## src/rtl/mac_accumulator_if.sv

```systemverilog
// rtl/mac_accumulator_if.sv - operand/result stream bundle for mac_accumulator
// MAC_BIAS_EN adds the per-vector in_bias operand.
interface mac_accumulator_if #(
  parameter int IL = 8,
  parameter int FL = 12
);
  localparam int W  = IL + FL;
  localparam int AW = 4 + 2 * W;

  logic          in_valid;
  logic          in_ready;
  logic [W-1:0]  in_a;
  logic [W-1:0]  in_b;
  logic          in_last;
`ifdef MAC_BIAS_EN
  logic [W-1:0]  in_bias;
`endif
  logic          out_valid;
  logic          out_ready;
  logic [AW-1:0] acc_out;
  logic          out_trunc;

`ifdef MAC_BIAS_EN
  modport master (
    output in_valid, in_a, in_b, in_last, in_bias, out_ready,
    input  in_ready, out_valid, acc_out, out_trunc
  );
  modport slave (
    input  in_valid, in_a, in_b, in_last, in_bias, out_ready,
    output in_ready, out_valid, acc_out, out_trunc
  );
`else
  modport master (
    output in_valid, in_a, in_b, in_last, out_ready,
    input  in_ready, out_valid, acc_out, out_trunc
  );
  modport slave (
    input  in_valid, in_a, in_b, in_last, out_ready,
    output in_ready, out_valid, acc_out, out_trunc
  );
`endif
endinterface

```

## src/rtl/mac_accumulator.sv

```systemverilog
// rtl/mac_accumulator.sv - streaming signed fixed-point multiply-accumulate over 1..MAX_TERMS terms
// MAC_BIAS_EN: acc of each vector starts from in_bias aligned to the 2FL product fraction.
module mac_accumulator #(
  parameter int IL        = 8,
  parameter int FL        = 12,
  parameter int MAX_TERMS = 16
) (
  input logic               clk,
  input logic               reset,
  mac_accumulator_if.slave  bus
);
  localparam int W  = IL + FL;
  localparam int PW = 2 * W;
  localparam int AW = 4 + PW;
  localparam int CW = $clog2(MAX_TERMS + 1);

  typedef enum logic [1:0] {IDLE, ACCUM, DRAIN, OUT} state_t;

  state_t         state, state_next;
  logic [PW-1:0]  prod;
  logic           prod_valid;
  logic [AW-1:0]  acc;
  logic [CW-1:0]  count;
  logic           trunc;

  logic           accept;
  logic           close;
  logic           trunc_hit;
  logic [CW-1:0]  count_next;
  logic [PW-1:0]  a_ext, b_ext, prod_full;
  logic [AW-1:0]  prod_ext, bias_ext;

  assign accept     = bus.in_valid && bus.in_ready;
  assign count_next = count + CW'(1);
  assign trunc_hit  = (count_next == CW'(MAX_TERMS)) && !bus.in_last;
  assign close      = bus.in_last || (count_next == CW'(MAX_TERMS));

  // Low PW bits of the product of sign-extended operands are the exact signed product.
  assign a_ext     = {{W{bus.in_a[W-1]}}, bus.in_a};
  assign b_ext     = {{W{bus.in_b[W-1]}}, bus.in_b};
  assign prod_full = a_ext * b_ext;
  assign prod_ext  = {{4{prod[PW-1]}}, prod};

`ifdef MAC_BIAS_EN
  assign bias_ext = {{(4 + IL){bus.in_bias[W-1]}}, bus.in_bias, {FL{1'b0}}};
`else
  assign bias_ext = '0;
`endif

  always_ff @(posedge clk or negedge reset) begin
    if (!reset) state <= IDLE;
    else        state <= state_next;
  end

  always_comb begin
    state_next    = state;
    bus.in_ready  = 1'b0;
    bus.out_valid = 1'b0;
    case (state)
      IDLE, ACCUM: begin
        bus.in_ready = 1'b1;
        if (bus.in_valid) state_next = close ? DRAIN : ACCUM;
      end
      DRAIN: state_next = OUT;
      OUT: begin
        bus.out_valid = 1'b1;
        if (bus.out_ready) state_next = IDLE;
      end
      default: state_next = IDLE;
    endcase
  end

  always_ff @(posedge clk or negedge reset) begin
    if (!reset) begin
      prod       <= '0;
      prod_valid <= 1'b0;
      acc        <= '0;
      count      <= '0;
      trunc      <= 1'b0;
    end else begin
      prod_valid <= accept;
      if (accept) begin
        prod  <= prod_full;
        count <= count_next;
        trunc <= trunc_hit;
      end
      // prod_valid is never set in IDLE, so the first accept just seeds acc.
      if (state == IDLE && accept) begin
        acc <= bias_ext;
      end else if (prod_valid) begin
        acc <= acc + prod_ext;
      end
      if (state == OUT && bus.out_ready) begin
        acc   <= '0;
        count <= '0;
        trunc <= 1'b0;
      end
    end
  end

  assign bus.acc_out   = acc;
  assign bus.out_trunc = trunc && bus.out_valid;
endmodule

```

## src/flat_wrapper.sv

```systemverilog
// flat-port wrapper written by rule: the top's interface ports become plain ports
module mac_accumulator_flat 
#(
  parameter int IL        = 8,
  parameter int FL        = 12,
  parameter int MAX_TERMS = 16
)
  (clk, reset, bus_in_valid, bus_in_a, bus_in_b, bus_in_last, bus_out_ready, bus_in_ready, bus_out_valid, bus_acc_out, bus_out_trunc);
  mac_accumulator_if #(.IL(IL), .FL(FL)) bus_i ();
  input logic clk;
  input logic reset;
  input wire logic [$bits(bus_i.in_valid)-1:0] bus_in_valid;
  input wire logic [$bits(bus_i.in_a)-1:0] bus_in_a;
  input wire logic [$bits(bus_i.in_b)-1:0] bus_in_b;
  input wire logic [$bits(bus_i.in_last)-1:0] bus_in_last;
  input wire logic [$bits(bus_i.out_ready)-1:0] bus_out_ready;
  output wire logic [$bits(bus_i.in_ready)-1:0] bus_in_ready;
  output wire logic [$bits(bus_i.out_valid)-1:0] bus_out_valid;
  output wire logic [$bits(bus_i.acc_out)-1:0] bus_acc_out;
  output wire logic [$bits(bus_i.out_trunc)-1:0] bus_out_trunc;
  assign bus_i.in_valid = bus_in_valid;
  assign bus_i.in_a = bus_in_a;
  assign bus_i.in_b = bus_in_b;
  assign bus_i.in_last = bus_in_last;
  assign bus_i.out_ready = bus_out_ready;
  assign bus_in_ready = bus_i.in_ready;
  assign bus_out_valid = bus_i.out_valid;
  assign bus_acc_out = bus_i.acc_out;
  assign bus_out_trunc = bus_i.out_trunc;
  mac_accumulator #(.IL(IL), .FL(FL), .MAX_TERMS(MAX_TERMS)) u_core (.clk(clk), .reset(reset), .bus(bus_i));
endmodule
```

## config.mk

```make
export PLATFORM = sky130hd
export DESIGN_NAME = mac_accumulator_flat
export DESIGN_NICKNAME = d
export VERILOG_FILES = /design/src/rtl/mac_accumulator_if.sv /design/src/rtl/mac_accumulator.sv /design/src/flat_wrapper.sv
export SDC_FILE = /design/constraint.sdc
export NUM_CORES = 1
export LEC_CHECK = 0
export CORE_AREA = 2 2 230 232
export CTS_CLUSTER_DIAMETER = 200
export DETAILED_ROUTE_END_ITERATION = 16
export DIE_AREA = 0 0 232 234
export PLACE_DENSITY = 0.53
export RECOVER_POWER = 100
export SYNTH_ARGS = -nofsm -noshare
export SYNTH_HDL_FRONTEND = slang
export SYNTH_SLANG_ARGS = --single-unit
```

## constraint.sdc

```tcl
create_clock -name clk -period 5.64 [get_ports clk]
set_input_delay 1.41 -clock clk [delete_from_list [all_inputs] [get_ports clk]]
set_output_delay 1.41 -clock clk [all_outputs]
set_load 0.01 [all_outputs]
```

==> flow_metrics.py <==
metrics = {
    "critical_path": {
        "startpoint": "bus_in_b[8]",
        "path_max_fanout": 6,
        "cp-end-kind": "register",
        "worstPathArrival_ns": 7.62,
        "timing.rr.start": "u_core.bus.acc_out[0]",
        "cp-start-kind": "input pin",
        "cp.required_ns": 5.86,
        "critPathKind": "input pin to register",
    },
    "run_status": {
        "violations": "capacitance limit, slew limit, setup timing",
        "status": "complete, but fails checks",
    },
    "finish": {
        "multiInputGateArea_sq_um": 17600,
        "regArea_sq_um": 2330,
        "final_cell_mix": "inv_1, fa_1, buf_4",
        "final_nets": 3240,
        "area_delta_synth_final_pct": 27.9,
        "fillers": 4810,
        "n_antenna_cell": 0,
        "final_common_cell": "inv_1",
        "drive_above_1_share_pct": 24.7,
    },
    "worst_hold_path": {
        "hold_path.class": "register to register",
        "hold_path.startpoint": "u_core.prod[3]",
    },
    "timing": {
        "rsz0062_at_grt": "yes",
        "finalMaxSlewViolations": 38,
        "whs_ns": 0.481,
        "fmax_ghz": 0.135,
        "fin_crit_sh_pct": 131,
        "skew_ns": 0.00889,
        "min_period_ns": 7.40,
        "tightest_slew_ns": 1.94,
        "finalHoldViolCount": 0,
        "setup_viol": 33,
        "fin_ws_ns": -1.76,
        "tns_ns": -43.37,
        "slew_headroom_pct": -29.0,
    },
    "floorplan": {
        "die_height_um": 234,
        "initial_utilization_pct": 40.3,
        "row_count": 84,
        "core_area_sq_um": 52000,
        "die-area_sq_um": 54300,
        "ioPinCount": 92,
        "dieWidth_um": 232,
    },
    "synthesis": {
        "synth_cells": 2292,
        "synth_nets": 2909,
        "avgSynthCellArea_sq_um": 9.15,
        "synth_ff_type": "dfrtp_1",
        "yosysWarningCount": 0,
        "syn-cell-area_sq_um": 21000,
        "synth_edf_count": 0,
        "ys_async_sr_fraction_pct": 100,
        "synth.distinct_cells": 76,
        "ys_ff_latch": 93,
        "synth_seq_area_share_pct": 11.1,
    },
    "grt": {
        "first_global_vias": 17500,
        "grt_max_degree": 79,
        "overflow": 0,
        "grt_antenna_before_repair": 0,
        "grt_pass1_wl_mm": 91.4,
        "track_usage_pct": 21.1,
    },
    "route": {
        "dr.pass1.iters": 7,
        "wl_per_cell_um": 16.5,
        "vias_per_cell": 4.88,
        "vias": 16200,
        "dr.first_iter.drc_count": 818,
        "postRouteAntennaNets": 0,
        "drc": 0,
        "wl_mm": 54.8,
    },
    "placed_design": {
        "globalplace.congestion": 0.895,
        "hpwl_mm": 44.4,
        "io_buffers": 91,
        "place_ws_ns": -2.60,
    },
    "clock_tree": {
        "htree_levels": 3,
        "insertion_delay_ns": 0.36,
        "cts_hold_buffers": 0,
        "cts_tree": "done",
        "clkSinkCount": 93,
        "clockBufferDepth": 2,
        "cts-buffers-inserted": 9,
        "cts-root-buf": "clkbuf_16",
        "path_clk_slew_ns": 0.07,
    },
    "flow_run": {
        "max_cap_violations": 1,
    },
}
state kept, by name, indices dropped and copies added (netlist names):
name	cells
u_core.bus.acc_out	44
u_core.count	5
u_core.prod	40
u_core.prod_valid	1
u_core.state	2
u_core.trunc	1
layer usage:
layer	track usage, %	vias to the layer above	part of all wire, %
li1	-	7704	-
met1	29.9	8113	48
met2	34.7	306	46
met3	2.09	71	3.8
met4	5.51	0	2.3
met5	0	-	0
Yosys cell counts (5+ instances only):
library cell    n  area, sq um
a211oi_1       15          113
a21o_1         38          285
a21oi_1        83          415
a31oi_1         5         31.3
and2_1        224         1400
and3_1         12         75.1
clkbuf_1      100          375
dfrtp_1        93         2330
fa_1          421         8430
ha_1          151         1890
inv_1         447         1680
mux2i_1        31          310
nand2_1       256          961
nand2b_1       16          100
nand3_1        19         95.1
nor2_1         91          342
nor3_1         13         65.1
o21a_1         10         75.1
o21ai_0        62          310
o21ai_1        23          115
o21bai_1       11         82.6
o31ai_1         5         37.5
xnor2_1        47          412
xor2_1         31          272
critical path, cell delays in order:
cell       delay [ns]
buf_12           0.11
buf_12           0.13
and2_4           0.14
fa_1             0.55
inv_2            0.04
fa_1             0.49
fa_1             0.50
inv_2            0.04
fa_2             0.57
fa_1             0.43
fa_1             0.50
inv_2            0.04
fa_1             0.55
inv_2            0.05
ha_4             0.21
a21o_1           0.17
a21o_1           0.20
a2111oi_4        0.31
o21bai_2         0.14
buf_4            0.15
o31ai_2          0.18
nand2b_1         0.11
a21o_1           0.20
a21oi_2          0.14
xor2_1           0.16
o21ai_1          0.08
final cells by class:
type	count	area share (%)
Sequential cell	93	8.68
Tap cell	688	3.21
Timing Repair Buffer	425	15.3
Multi-Input combinational cell	1647	65.5
Clock inverter	4	0.121
Clock buffer	12	0.956
Inverter	447	6.27
cell families (layout without fill, tap and decap cells):
kind of cell	after synthesis	after routing	share of synthesized area [%]
AOI/OAI and AO/OA	298	298	9.18
xor gates and xnor gates	78	78	3.26
adders and majority gates	572	572	49.2
buffers and inverters	552	888	9.89
DFF	93	93	11.1
muxes	31	31	1.48
and+or+nand+nor	668	668	15.9
path summary, 6_finish.rpt:
| kind | end | slack (ns) | cells after the start |
|---|---|---|---|
| max reg2reg | u_core.bus.acc_out[32] | 2.04 | 12 |
| min | u_core.prod[3] | 0.48 | 2 |
| max | u_core.prod[32] | -1.76 | 26 |
| min reg2reg | u_core.prod[3] | 0.48 | 2 |
| min in group asynchronous | u_core.bus.acc_out[43] | 1.58 | 1 |
| max in group asynchronous | u_core.prod_valid | 1.75 | 2 |
what timing repair did:
| action | in CTS | in global routing |
|---|---|---|
| cloned | 11 | 0 |
| endpoints found under the setup margin | 35 | 34 |
| pin swaps | 178 | 123 |
| setup buffers | 98 | 9 |
| gates resized for setup | 341 | 134 |
metrics by stage:
step,cells,cell area [sq um],utilization (%)
floorplan,2292,21500,-
global placement,3193,24600,47.3
detailed placement,3193,24600,47.3
CTS,3314,26600,51.1
global route,3316,26800,51.6
finish,3316,26800,51.6
Power is not shown: default switching activity piles up to over one toggle a cycle in this logic, so the estimate is an artifact.
==> patch 1: new RTL, same flow settings <==
Make the reset (`reset`) synchronous in 2 clocked blocks.
--- a/src/rtl/mac_accumulator.sv
+++ b/src/rtl/mac_accumulator.sv
@@ -49,3 +49,3 @@
 
-  always_ff @(posedge clk or negedge reset) begin
+  always_ff @(posedge clk) begin
     if (!reset) state <= IDLE;
@@ -72,3 +72,3 @@
 
-  always_ff @(posedge clk or negedge reset) begin
+  always_ff @(posedge clk) begin
     if (!reset) begin
Function: differs if reset is asserted again (counterexample within 4 cycles, from zero or initial values and one cycle with reset low); with reset held inactive, the same outputs for 4 cycles.
==> patch 1 against the original RTL <==
The flow still finishes with violations (capacitance limit, slew limit, setup timing); hold slack lost 0.020 ns; routed wire length up 4.8%; die area unchanged; synthesized area down 2.3%; cell count increased by 0.97%; via count up 0.89%; worst setup slack worse by 0.031 ns; cell area hardly changed; sequential cell count stayed put; maximum frequency shrank 0.42%; largest cell class unchanged.
Power is left out: the tool's default activity adds up to more than one toggle a clock period on the data nets, which glitch-free logic cannot reach.
==> patch 1: results (changes against the original RTL) <==
Number of DRC markers in iteration 0: 717 (-12%)
Synthesized area per cell: 8.839 um2 (-3.4%)
Post-CTS Setup Bufs: 93 (-5.1%)
Top cells by count, synth: inv_1 (453), fa_1 (421), nand2_1 (275)
Setup violators final: 33 (unchanged)
Vias in the first global route: 17790 (+1.5%)
Violated checks: capacitance limit, slew limit, setup timing
Post-route setup TNS: -43.28 ns (+0.08860 ns)
Worst EP arrival: 7.66 ns (+0.04 ns)
Ranking of synthesized cells by area: fa_1 (41%), ha_1 (9.2%), dfxtp_1 (9.1%)
Worst slack at placement: -2.692 ns (-0.09231 ns)
Slowest cell on the critical path: fa_1
Initial antenna violation count: 1 (+1)
Yosys cell types: 64 (-16%)
Fill count: 4805 (-0.10%)
Net count after synthesis: 2936 (+0.93%)
Final GP Congestion: 0.9111 (+1.8%)
Register area: 1863 um2 (-20%)
Vias: 16340 (+0.89%)
Final setup skew: 0.01125 ns (+0.002359 ns)
Status: finished, violations left
Synth Warn #: 0 (unchanged)
Placement Cell Area: 24220 um2 (-1.7%)
Slew @ Worst Pin: 2.730 ns (+0.7943 ns)
Wire length per cell: 17.14 um (+3.8%)
Gr usage total: 0.2203 (+0.009286)
CTS resizes: 421 (+23%)
Worst setup margin: -1.789 ns (-0.03097 ns)
Fraction of layout cells with a size suffix above 1: 0.2587 (+0.01217)
H-tree Lvls: 3 (unchanged)
Non-filler cells, final: 3348 (+0.97%)
Max Slew Vio Count: 44 (+16%)
Primary FF master, synth: dfxtp_1
First-pass GRT wire length: 94480 um (+3.4%)
Placed insts: 3215 (+0.69%)
MaxCap Viol Count: 1 (unchanged)
First-pass DRT Iterations: 5 (-2)
Async S/R FF share, synth: 0 (-1.000)
DP HPWL: 45640 um (+2.7%)
Slowest Stage Delay on Critical Path: 0.53 ns (-0.04 ns)
Post-synthesis sequential area ratio: 0.09083 (-0.02015)
Largest net degree at the start of global routing: 47 (-41%)
[patch 1: cell count changes after synthesis, sizes merged, moves of 7 or more]
cell,delta
dfrtp,-93
dfxtp,+93
o21ai,-45
a21oi,+24
nand2,+18
nor2,+8
nor2b,+7
[patch 1: layout make-up]
class                   count  area share
repair buffers            432      0.1626
well taps                 688     0.03208
clock inverters             3    0.001585
multi-input cells        1664      0.6603
clock buffers              13     0.01007
diodes                      1  0.00009324
inverters                 454     0.06383
flip-flops and latches     93     0.06942
[patch 1: cell families (layout without fill, tap and decap cells)]
logic type | count (synthesis) | in the layout | share of synthesized area
AO/OA/AOI/OAI | 287 | 287 | 0.08887
XOR/XNOR | 82 | 82 | 0.03504
adder cells (fa/ha/maj) | 572 | 572 | 0.5033
buffers and inverters | 562 | 902 | 0.1032
flip-flops | 93 | 93 | 0.09083
multiplexers | 26 | 26 | 0.01270
other | 0 | 1 | 0
AND/OR/NAND/NOR | 697 | 697 | 0.1661
[patch 1: layer usage]
metal / vias to the layer above / GRT usage / wire, um
li1: 7761 / - / -
met1: 8144 / 0.2927 / 25770
met2: 344 / 0.3784 / 27750
met3: 89 / 0.02444 / 2161
met4: 0 / 0.06691 / 1700
met5: - / 0 / 0
[patch 1: tightest hold or removal path, cell delays in order, from the launching register on]
cell and delay [ns]:
dfxtp_1 0.31, nand2_1 0.05, a21oi_1 0.05
[patch 1: path summary, 6_finish.rpt]
path	start	endpoint	slack (ns)	depth (start not counted)
min	u_core.prod[16]	u_core.prod[16]	0.46	2
max	bus_in_a[13]	u_core.prod[37]	-1.79	27
max reg2reg	u_core.state[1]	u_core.bus.acc_out[27]	2.02	4
min reg2reg	u_core.prod[16]	u_core.prod[16]	0.46	2
==> patch 2: new RTL, same settings <==
Without the edit above. The 4 states of `state_t` get a Gray code encoding in 2 bits.
--- a/src/rtl/mac_accumulator.sv
+++ b/src/rtl/mac_accumulator.sv
@@ -16,3 +16,3 @@
 
-  typedef enum logic [1:0] {IDLE, ACCUM, DRAIN, OUT} state_t;
+  typedef enum logic [1:0] {IDLE = 2'b00, ACCUM = 2'b01, DRAIN = 2'b11, OUT = 2'b10} state_t;
 
Formal check against the unedited RTL: no difference found for any inputs over 4 cycles, from zero or initial values and one cycle with reset low; so few cycles prove little.
==> patch 2 against the original RTL <==
The run still ends with capacitance limit, slew limit, setup timing left; critical path depth did not move; hold slack got worse by 0.052 ns; die area did not move; sequential cell count did not move; cell area rose by 0.51%; routed wire length rose by 4.6%; worst setup slack got worse by 0.020 ns; synthesized area rose by 0.70%; critical path type unchanged; largest cell class unchanged.
Power is left out: the tool's default activity adds up to more than one toggle a clock period on the data nets, which glitch-free logic cannot reach.
==> patch 2: results (changes against the original RTL) <==
CTS resizes: 290 (-15%)
Reg2Reg Setup Slack: 1.64 ns (-0.40 ns)
Max Slew Vio Count: 96 (+150%)
Vias in the first global route: 17630 (+0.60%)
Status: finished, violations left
Largest net degree at the start of global routing: 75 (-5.1%)
Placed insts: 3224 (+0.97%)
Fraction of layout cells with a size suffix above 1: 0.2369 (-0.009634)
Multi-input combinational area share: 0.6581 (+0.003606)
Final setup skew: 0.01122 ns (+0.002333 ns)
Count of non-CTS inverters in the layout: 460 (+2.9%)
Vias: 16620 (+2.6%)
Setup violators final: 33 (unchanged)
Max-slew headroom: -1.006 (-0.7150)
MaxCap Viol Count: 2 (+1)
Post-synthesis sequential area ratio: 0.1102 (-0.0007758)
R2r endpoint: u_core.bus.acc_out[43]
Area grow syn2layout: 27.66%
Violated checks: capacitance limit, slew limit, setup timing
Final hold slack: 0.4284 ns (-0.05226 ns)
Worst setup margin: -1.778 ns (-0.01955 ns)
First-pass DRT Iterations: 5 (-2)
Synth Instances: 2326 (+1.5%)
Gr usage total: 0.2188 (+0.007812)
ClkCell Share: 0.01128 (+0.0005024)
Wire length per cell: 17.19 um (+4.1%)
Ranking of synthesized cells by area: fa_1 (40%), dfrtp_1 (11%), ha_1 (8.9%)
Fraction of area in registers: 0.08637 (-0.0004392)
Signal buffers: 406 (-4.5%)
-- patch 2: cell count changes after synthesis, sizes merged, moves of 8 or more --
cell    delta
inv       +13
a21oi     -10
mux2i      -8
o211ai     +8
xor2       -8
-- patch 2: critical path: stages --
cell     delay (ns)
buf_12         0.11
buf_12         0.13
and2_4         0.15
fa_1           0.55
inv_2          0.04
fa_1           0.49
inv_2          0.04
fa_2           0.52
inv_2          0.04
fa_2           0.53
inv_2          0.04
fa_2           0.41
fa_1           0.53
inv_2          0.04
fa_1           0.51
inv_2          0.05
ha_4           0.24
a211o_1        0.33
a21oi_4        0.24
buf_6          0.14
nand3_4        0.08
a41o_1         0.24
a21oi_2        0.16
a21oi_2        0.07
or3_1          0.34
a31o_2         0.23
-- patch 2: how the worst max path moves through the flow --
| stage | start | to | cells after the start |
|---|---|---|---|
| after global placement | bus_in_b[14] | u_core.prod[39] | 23 |
| after floorplan | bus_in_a[10] | u_core.prod[39] | 22 |
| final | bus_in_a[5] | u_core.prod[28] | 26 |
| after CTS | bus_in_a[12] | u_core.prod[39] | 25 |
| after global routing | bus_in_b[2] | u_core.prod[39] | 25 |
| after detailed placement | bus_in_b[14] | u_core.prod[39] | 23 |
-- patch 2: layer usage --
metal  up-vias  global-route usage  wire, um
met5         -                   0         0
met2       313              0.3610     27110
li1       7822                   -         -
met1      8399              0.3111     26910
met3        81             0.01581      1661
met4         0             0.06210      1581
-- patch 2: logic make-up after synthesis --
family | Yosys count | share of synthesized area
multiplexers | 23 | 0.01090
flip-flops | 93 | 0.1102
XOR/XNOR | 67 | 0.02779
AO/OA/AOI/OAI | 319 | 0.09989
AND/OR/NAND/NOR | 686 | 0.1620
buffers and inverters | 566 | 0.1007
adder cells (fa/ha/maj) | 572 | 0.4885
